===== config.mk =====
export PLATFORM = sky130hd
export DESIGN_NAME = muldiv_unit
export DESIGN_NICKNAME = d
export VERILOG_FILES = /design/src/rtl/muldiv_unit_pkg.sv /design/src/rtl/muldiv_iter.sv /design/src/rtl/muldiv_unit.sv
export SDC_FILE = /design/constraint.sdc
export NUM_CORES = 1
export LEC_CHECK = 0
export CAP_MARGIN = 10
export CORE_AREA = 2 2 238 240
export CTS_CLUSTER_DIAMETER = 30
export DETAILED_ROUTE_END_ITERATION = 8
export DIE_AREA = 0 0 240 242
export DONT_BUFFER_PORTS = 1
export MAX_ROUTING_LAYER = met4
export SYNTH_ARGS = -nofsm -noshare
export SYNTH_HDL_FRONTEND = slang
export SYNTH_HIERARCHICAL = 1
export SYNTH_SLANG_ARGS = --single-unit

===== constraint.sdc =====
create_clock -name Clock -period 11.4 [get_ports Clock]
set_clock_uncertainty 0.15 [all_clocks]
set_input_delay 2.28 -clock Clock [delete_from_list [all_inputs] [get_ports Clock]]
set_output_delay 2.28 -clock Clock [all_outputs]
set_load 0.02 [all_outputs]

===== src/rtl/muldiv_unit_pkg.sv =====
// Shared RV32M constants: funct3/funct7 encodings, FSM states and small helpers
// used by the decoder and the iterative multiply/divide unit.
package muldiv_unit_pkg;

  localparam int unsigned Width = 32;
  localparam logic [4:0]  IterLast = 5'd31;
  localparam logic [6:0]  Funct7MulDiv = 7'b0000001;

  typedef enum logic [2:0] {
    FnMul    = 3'b000,
    FnMulh   = 3'b001,
    FnMulhsu = 3'b010,
    FnMulhu  = 3'b011,
    FnDiv    = 3'b100,
    FnDivu   = 3'b101,
    FnRem    = 3'b110,
    FnRemu   = 3'b111
  } funct_e;

  typedef enum logic [1:0] {
    StIdle = 2'd0,
    StBusy = 2'd1,
    StDone = 2'd2
  } state_e;

  function automatic logic [Width-1:0] abs_val(input logic [Width-1:0] v, input logic is_signed);
    return (is_signed && v[Width-1]) ? (~v + 1'b1) : v;
  endfunction

endpackage


===== src/rtl/muldiv_iter.sv =====
// One combinational iteration: shift-add for multiply, restoring shift-subtract for divide.
// hi/lo form the 64-bit product or the {remainder, quotient} pair.
module muldiv_iter
  import muldiv_unit_pkg::*;
(
  input  logic             div_i,
  input  logic [Width-1:0] hi_i,
  input  logic [Width-1:0] lo_i,
  input  logic [Width-1:0] opb_i,
  output logic [Width-1:0] hi_o,
  output logic [Width-1:0] lo_o
);

  logic [Width:0] mul_sum;
  logic [Width:0] div_shift;
  logic [Width:0] div_diff;

  always_comb begin
    mul_sum   = {1'b0, hi_i} + (lo_i[0] ? {1'b0, opb_i} : '0);
    div_shift = {hi_i, lo_i[Width-1]};
    div_diff  = div_shift - {1'b0, opb_i};
    if (div_i) begin
      // Remainder stays below the divisor, so bit 32 of the difference is the borrow.
      if (!div_diff[Width]) begin
        hi_o = div_diff[Width-1:0];
        lo_o = {lo_i[Width-2:0], 1'b1};
      end else begin
        hi_o = div_shift[Width-1:0];
        lo_o = {lo_i[Width-2:0], 1'b0};
      end
    end else begin
      hi_o = mul_sum[Width:1];
      lo_o = {mul_sum[0], lo_i[Width-1:1]};
    end
  end

endmodule


===== src/rtl/muldiv_unit.sv =====
// Iterative RV32M multiply/divide unit: 32 iterations on operand magnitudes, sign fix-up
// and special-case overrides applied as the result is registered.
module muldiv_unit
  import muldiv_unit_pkg::*;
(
  input  logic             Clock,
  input  logic             Reset,
  input  logic             Flush,
  input  logic             in_valid,
  output logic             in_ready,
  input  logic [2:0]       funct,
  input  logic [Width-1:0] A,
  input  logic [Width-1:0] B,
  output logic             out_valid,
  input  logic             out_ready,
  output logic [Width-1:0] Out
);

  state_e           state_q, state_d;
  funct_e           funct_q, funct_d;
  logic [4:0]       cnt_q, cnt_d;
  logic [Width-1:0] hi_q, hi_d;
  logic [Width-1:0] lo_q, lo_d;
  logic [Width-1:0] opb_q, opb_d;
  logic             neg_q, neg_d;
  logic             divz_q, divz_d;
  logic             ovf_q, ovf_d;
  logic [Width-1:0] out_q, out_d;

  logic [Width-1:0]   hi_nxt, lo_nxt;
  logic [2*Width-1:0] prod_s;
  logic [Width-1:0]   quot_s, rem_s, result;
  logic               a_signed, b_signed, in_div;
  funct_e             in_funct;

  muldiv_iter u_iter (
    .div_i (funct_q[2]),
    .hi_i  (hi_q),
    .lo_i  (lo_q),
    .opb_i (opb_q),
    .hi_o  (hi_nxt),
    .lo_o  (lo_nxt)
  );

  assign in_ready  = (state_q == StIdle);
  assign out_valid = (state_q == StDone);
  assign Out       = out_q;

  // Final result from the last iteration's outputs, so Out is valid on the first DONE cycle.
  always_comb begin
    prod_s = {hi_nxt, lo_nxt};
    if (neg_q) prod_s = ~prod_s + 1'b1;
    quot_s = neg_q ? (~lo_nxt + 1'b1) : lo_nxt;
    rem_s  = neg_q ? (~hi_nxt + 1'b1) : hi_nxt;
    case (funct_q)
      FnMul:                     result = prod_s[Width-1:0];
      FnMulh, FnMulhsu, FnMulhu: result = prod_s[2*Width-1:Width];
      FnDiv, FnDivu: begin
        if (divz_q)     result = '1;
        else if (ovf_q) result = 32'h8000_0000;
        else            result = quot_s;
      end
      // Divide-by-zero leaves |A| in the remainder with sign(A) latched, which yields A.
      default:          result = ovf_q ? '0 : rem_s;
    endcase
  end

  always_comb begin
    in_funct = funct_e'(funct);
    in_div   = funct[2];
    a_signed = (in_funct inside {FnMul, FnMulh, FnMulhsu, FnDiv, FnRem});
    b_signed = (in_funct inside {FnMul, FnMulh, FnDiv, FnRem});

    state_d = state_q;
    funct_d = funct_q;
    cnt_d   = cnt_q;
    hi_d    = hi_q;
    lo_d    = lo_q;
    opb_d   = opb_q;
    neg_d   = neg_q;
    divz_d  = divz_q;
    ovf_d   = ovf_q;
    out_d   = out_q;

    case (state_q)
      StIdle: begin
        if (in_valid) begin
          funct_d = in_funct;
          cnt_d   = IterLast;
          hi_d    = '0;
          if (in_div) begin
            lo_d  = abs_val(A, a_signed);
            opb_d = abs_val(B, b_signed);
          end else begin
            lo_d  = abs_val(B, b_signed);
            opb_d = abs_val(A, a_signed);
          end
          case (in_funct)
            FnDiv:   neg_d = A[Width-1] ^ B[Width-1];
            FnRem:   neg_d = A[Width-1];
            FnDivu,
            FnRemu:  neg_d = 1'b0;
            default: neg_d = (a_signed & A[Width-1]) ^ (b_signed & B[Width-1]);
          endcase
          divz_d  = in_div && (B == '0);
          ovf_d   = (in_funct inside {FnDiv, FnRem}) && (A == 32'h8000_0000) && (B == '1);
          state_d = StBusy;
        end
      end
      StBusy: begin
        hi_d = hi_nxt;
        lo_d = lo_nxt;
        if (cnt_q == '0) begin
          out_d   = result;
          state_d = StDone;
        end else begin
          cnt_d = cnt_q - 1'b1;
        end
      end
      StDone: begin
        if (out_ready) begin
          out_d   = '0;
          state_d = StIdle;
        end
      end
      default: state_d = StIdle;
    endcase

    if (Flush) begin
      out_d   = '0;
      state_d = StIdle;
    end
  end

  always_ff @(posedge Clock or posedge Reset) begin
    if (Reset) begin
      state_q <= StIdle;
      funct_q <= FnMul;
      cnt_q   <= '0;
      hi_q    <= '0;
      lo_q    <= '0;
      opb_q   <= '0;
      neg_q   <= 1'b0;
      divz_q  <= 1'b0;
      ovf_q   <= 1'b0;
      out_q   <= '0;
    end else begin
      state_q <= state_d;
      funct_q <= funct_d;
      cnt_q   <= cnt_d;
      hi_q    <= hi_d;
      lo_q    <= lo_d;
      opb_q   <= opb_d;
      neg_q   <= neg_d;
      divz_q  <= divz_d;
      ovf_q   <= ovf_d;
      out_q   <= out_d;
    end
  end

endmodule

Word level (Yosys, flattened, before mapping)
Index checks and enable logic that the tools add are counted.

Output and inout bits: 34. Input port bits: 72. Bits in registers: 141.

Mux-type cells: 33. Reduce and logical (&&, ||, !) cells: 23. Eq/ne operators: 20. Add/sub/neg operators: 8. Bitwise logic cells: 9.

Operators with widths (number): $mux 32 (18); $pmux 32 s2 (3); $add 32x1->32 const B (4); $not 32->32 (4); $pmux 32 s3 (1); $add 64x1->64 const B (1); $eq 32x32->1 const B (2); $mux 64 (1); $not 64->64 (1); $add 32x33->33 (1); $sub 33x32->33 (1); $logic_not 32->1 (1); $eq 3x3->1 const B (6); $mux 5 (2); $pmux 5 s2 (1); $eq 3x2->1 const B (3); $reduce_and 3->1 (3); $mux 2 (4); $eq 3x1->1 const B (2); $logic_not 3->1 (2); $ne 3x3->1 const B (2); $pmux 2 s3 (1); $logic_and 1x1->1 (5); $logic_not 5->1 (1); other kinds (17) (23).

Depth between registers and ports, before layout
Word-level depth: 12. Mapped depth: 22.

Cells and area by module
Netlist, hierarchy kept.

By module, submodules not included: muldiv_unit (instances 1, seq. area each 3528.4 um2, area each 10588.9 um2, cells each 1270); muldiv_iter (instances 1, seq. area each 0.0 um2, area each 4820.9 um2, cells each 688).

Worst setup path after synthesis
Ideal clock, no wire load.

Path type: register -> register. From: register lo_q[0]. To: register out_q[30], in the netlist Out[30]. Path slack: 6206 ps. Buffers on the path: 4. Library setup time: 130 ps. Stages on the path, launching flop included: 23. Data required time: 11120 ps. Arrival: 4913 ps. Cells stage by stage: dfrtp_1 clkbuf_1 and2_1 ha_1 fa_1 a211oi_2 o21a_1 o21bai_1 a2111oi_2 nor2_1 o41ai_1 xnor2_1 nand2_1 o21ai_1 clkbuf_1 or4_1 clkbuf_1 or3_1 clkbuf_1 o41ai_1 xnor2_1 a221oi_1 a21oi_1.

Longest elaborated chain between the ends: 11. Elaborated cells between the ends (all ways): 20. Classes of those cells: add/sub: 4; mux: 13; bitwise: 3.

RTL lines: from (decl) (line muldiv_unit.sv:23) `logic [Width-1:0] lo_q, lo_d;`; from (signal assigned) (line muldiv_unit.sv:152) `lo_q <= lo_d;`; $mux 32 (*) (line muldiv_iter.sv:19) `mul_sum = {1'b0, hi_i} + (lo_i[0] ? {1'b0, opb_i} : '0);`; $add 32x33->33 (*) (line muldiv_iter.sv:19); $mux 32 (*) (line muldiv_iter.sv:22) `if (div_i) begin`; via hi_nxt[23] (line muldiv_unit.sv:30) `logic [Width-1:0] hi_nxt, lo_nxt;`; $not 32->32 (line muldiv_unit.sv:54) `rem_s = neg_q ? (~hi_nxt + 1'b1) : hi_nxt;`; $add 32x1->32 (line muldiv_unit.sv:54); $mux 32 (line muldiv_unit.sv:54); $mux 32 (line muldiv_unit.sv:64) `default: result = ovf_q ? '0 : rem_s;`; $pmux 32 s3 (*) (line muldiv_unit.sv:55) `case (funct_q)`; $mux 32 (*) (line muldiv_unit.sv:113) `if (cnt_q == '0) begin`; $pmux 32 s2 (*) (line muldiv_unit.sv:85) `case (state_q)`; $mux 32 (*) (line muldiv_unit.sv:129) `if (Flush) begin`; to (signal assigned) (line muldiv_unit.sv:157) `out_q <= out_d;`; to (decl) (line muldiv_unit.sv:28) `logic [Width-1:0] out_q, out_d;`.

Mark *: on every way through the listed nets, which the timed path passes. The rest lies on a longest branch. The select of a mux whose other input is x is not followed. A chain may end at the register's enable or synchronous reset.

Worst setup path after layout
From: register lo_q[31]. To: register out_q[28], in the netlist Out[28].

Elaborated cells between the ends (all ways): 21. Classes of those cells: add/sub: 4; mux: 14; bitwise: 3.

RTL lines: $sub 33x32->33 (line muldiv_iter.sv:21) `div_diff = div_shift - {1'b0, opb_i};`; $mux 32 (*) (line muldiv_iter.sv:24) `if (!div_diff[Width]) begin`; $mux 32 (*) (line muldiv_iter.sv:22); via hi_nxt[0] (line muldiv_unit.sv:30); $not 32->32 (line muldiv_unit.sv:54); $add 32x1->32 (line muldiv_unit.sv:54); $mux 32 (line muldiv_unit.sv:54); $mux 32 (line muldiv_unit.sv:64); $pmux 32 s3 (*) (line muldiv_unit.sv:55); $mux 32 (*) (line muldiv_unit.sv:113); $pmux 32 s2 (*) (line muldiv_unit.sv:85); $mux 32 (*) (line muldiv_unit.sv:129).

Marks and branches as above.

==> flow_summary.toml <==
[clocking]
clk_latency_ns = 0.47
ctsHoldBuffers = 0
path_clk_slew_ns = 0.07
post_cts.repair.setup_buffers = 0
numCtsBuffers = 17
clockBufferDepth = 2
cts-resized-gates = 0
clkSinkCount = 141
tritoncts = "built"
clockRootBuffer = "clkbuf_16"
htreeDepth = 4

[run_status]
outcome = "finished, final reports clean"

[grt]
grt_max_degree = 74
grt_use_total_pct = 22.2
antenna_found_initial = 0
overflow = 0
grt_pass1_wl_um = 95900
grt_pass1_vias = 15100

[setup_path]
cp_num_buf_inv = 3
crit_type = "flop to flop"
critical-path-slowest-cell = "nand4_1"
crit_path_cell_trace = "inv_1 -> ha_1 -> fa_1 -> nor2b_1 -> o31ai_1 -> a21o_1 -> o211ai_4 -> a31oi_4 -> o211ai_4 -> buf_4 -> o21ai_1 -> mux2_2 -> inv_1 -> ha_1 -> nor3b_1 -> nand4_1 -> nor4_1 -> nor3_1 -> a41oi_1 -> a31oi_1"
r2r_slack_ns = 4.72
worstSetupEndpointType = "flop"
worstSetupStartpointType = "flop"
crit_required_ns = 11.57
path_delay_family = "simple AND/OR/NAND/NOR gates"
crit_arrival_ns = 6.85
cp_max_fo = 58
slowest_delay_ns = 0.79

[route]
wl_um = 63700
drtPass1Iterations = 5
ant_nets = 0
vias_per_cell = 6.02
wl_per_cell_um = 24.1
drt_iter0_markers = 1519
drc = 0
num_vias = 15900

[synth]
synthArstFlopShare_pct = 100
synth_seq_cells = 141
synth.avg_cell_area_um2 = 7.87
synth_edf_count = 0
synth_area_mm2 = 0.0154
synthFlopType = "dfrtp_1"
synth_fp_nets = 2103
synth_warnings = 6
ys_seq_area_share_pct = 22.9
synthesis.instances = 1958
synthDistinctLibCells = 91

[finish]
fin_util_pct = 30.0
drive_above_1_share_pct = 9.22
fill_cells = 6101
seqCellArea_mm2 = 0.00353
syn_to_final_growth_pct = 8.51
final_nets = 2019
multiInputGateArea_mm2 = 0.0110

[timing]
period_needed_ns = 6.68
drv_slew = 0
finalCritPeriodShare_pct = 58.6
setup_viol = 0
maxSlewHeadroom_pct = 19.0
tightest_slew_ns = 1.21
tns_ns = 0
hold_viol_final = 0
fmax_mhz = 150
rsz0062_at_grt = "no"

[floorplan]
die_area_mm2 = 0.0581
die_w_um = 240
pin_count = 106
core_mm2 = 0.0557
fp.dieH_um = 242
row_count = 87
start_util_pct = 27.6

[pwr]
leakagePower_nw = 6.51
vdd_drop_max_uv = 111
power_density_mw_per_mm2 = 181
total_power_mw = 3.03

[place]
dp_hpwl_um = 49400
gp_congestion = 0.992
port-buffer-count = 0

[flow_run]
timing.max_cap.violations = 0

[worst_hold_path]
hold_path.class = "flop to flop"
## synthesized netlist by cell type, types with 37 or more instances
cell	count	area, um2
a21oi_1	137	686
nand3_1	37	185
nor3_1	49	245
o21ai_0	121	606
clkbuf_1	113	424
xor2_1	80	701
ha_1	71	888
dfrtp_1	141	3530
nand2_1	158	593
mux2_2	42	473
and2_1	42	263
inv_1	67	251
xnor2_1	95	832
nor2_1	137	514
## layout by cell type, fill, tap and decap left out, types with 42 or more instances in the layout
cell,n
a21oi_1,137
and2_1,42
dfrtp_1,139
ha_1,71
inv_1,66
mux2_2,42
nand2_1,158
nor2_1,137
nor3_1,49
o21ai_0,121
xnor2_1,95
xor2_1,80
## registers in the layout (all words and copies together), names as in the netlist
signal   cells
Out         32
hi_q        32
lo_q        32
opb_q       32
cnt_q        5
funct_q      3
state_q      2
divz_q       1
neg_q        1
ovf_q        1
## kinds of logic (layout without fill, tap and decap cells)
family	Yosys count	in the layout	share of synthesized area, %
compound gates	681	681	30.8
other cells	0	1	0
fa+ha+maj	73	73	6.02
mux	63	63	4.44
flops	141	141	22.9
xor+xnor	175	175	9.95
buf+inv	210	139	5.59
simple gates	615	615	20.3
## worst paths after layout
kind	cells past startpoint	endpoint	start
setup / recovery	20	Out[28]$_DFFE_PP0P_	lo_q[31]$_DFFE_PP0P_
hold / removal	1	cnt_q[0]$_DFFE_PP0P_	cnt_q[0]$_DFFE_PP0P_
setup reg to reg	20	Out[28]$_DFFE_PP0P_	lo_q[31]$_DFFE_PP0P_
hold reg to reg	1	cnt_q[0]$_DFFE_PP0P_	cnt_q[0]$_DFFE_PP0P_
max in group asynchronous	2	neg_q$_DFFE_PP0P_	Reset
min in group asynchronous	1	opb_q[8]$_DFFE_PP0P_	Reset
## metrics by stage
step	hold slack, ns	area [um2]	std cells	setup slack, ns
floorplan	0.314	15400	1958	5.19
global placement	0.341	16100	2611	4.97
detailed placement	0.358	16100	2611	4.83
CTS	0.371	16700	2643	4.80
global route	0.398	16700	2643	4.30
finish	0.370	16700	2644	4.72
## worst register-to-register path, delay by kind of cell (launching register included)
kind | cells | cell delay [ns]
AOI/OAI and AO/OA | 8 | 1.63
adders and majority gates | 3 | 0.86
buffers and inverters | 3 | 0.76
DFF | 1 | 0.37
muxes | 1 | 0.32
and+or+nand+nor | 5 | 2.43
## final cells by class
| class | count | share of cell area, % |
|---|---|---|
| clock inverters | 15 | 1.28 |
| repair buffers | 39 | 1.75 |
| inverters | 68 | 1.56 |
| diodes | 1 | 0.0150 |
| well taps | 756 | 5.66 |
| clock buffers | 17 | 2.54 |
| flip-flops and latches | 141 | 21.1 |
| multi-input cells | 1607 | 66.1 |
## metal layers
layer,routed length (um),vias to the layer above,GRT usage [%]
li1,-,7224,-
met1,27100,7827,28.7
met2,28900,743,34.2
met3,5300,113,3.83
met4,2370,0,8.91
met5,0,-,-
## power by group
part | switching [mW] | internal (mW) | total, mW
sequential | 0.111 | 0.573 | 0.684
clock | 0.256 | 0.369 | 0.625
combinational | 1.10 | 0.616 | 1.72
total | 1.47 | 1.56 | 3.03
(Power assumes the default switching activity.)
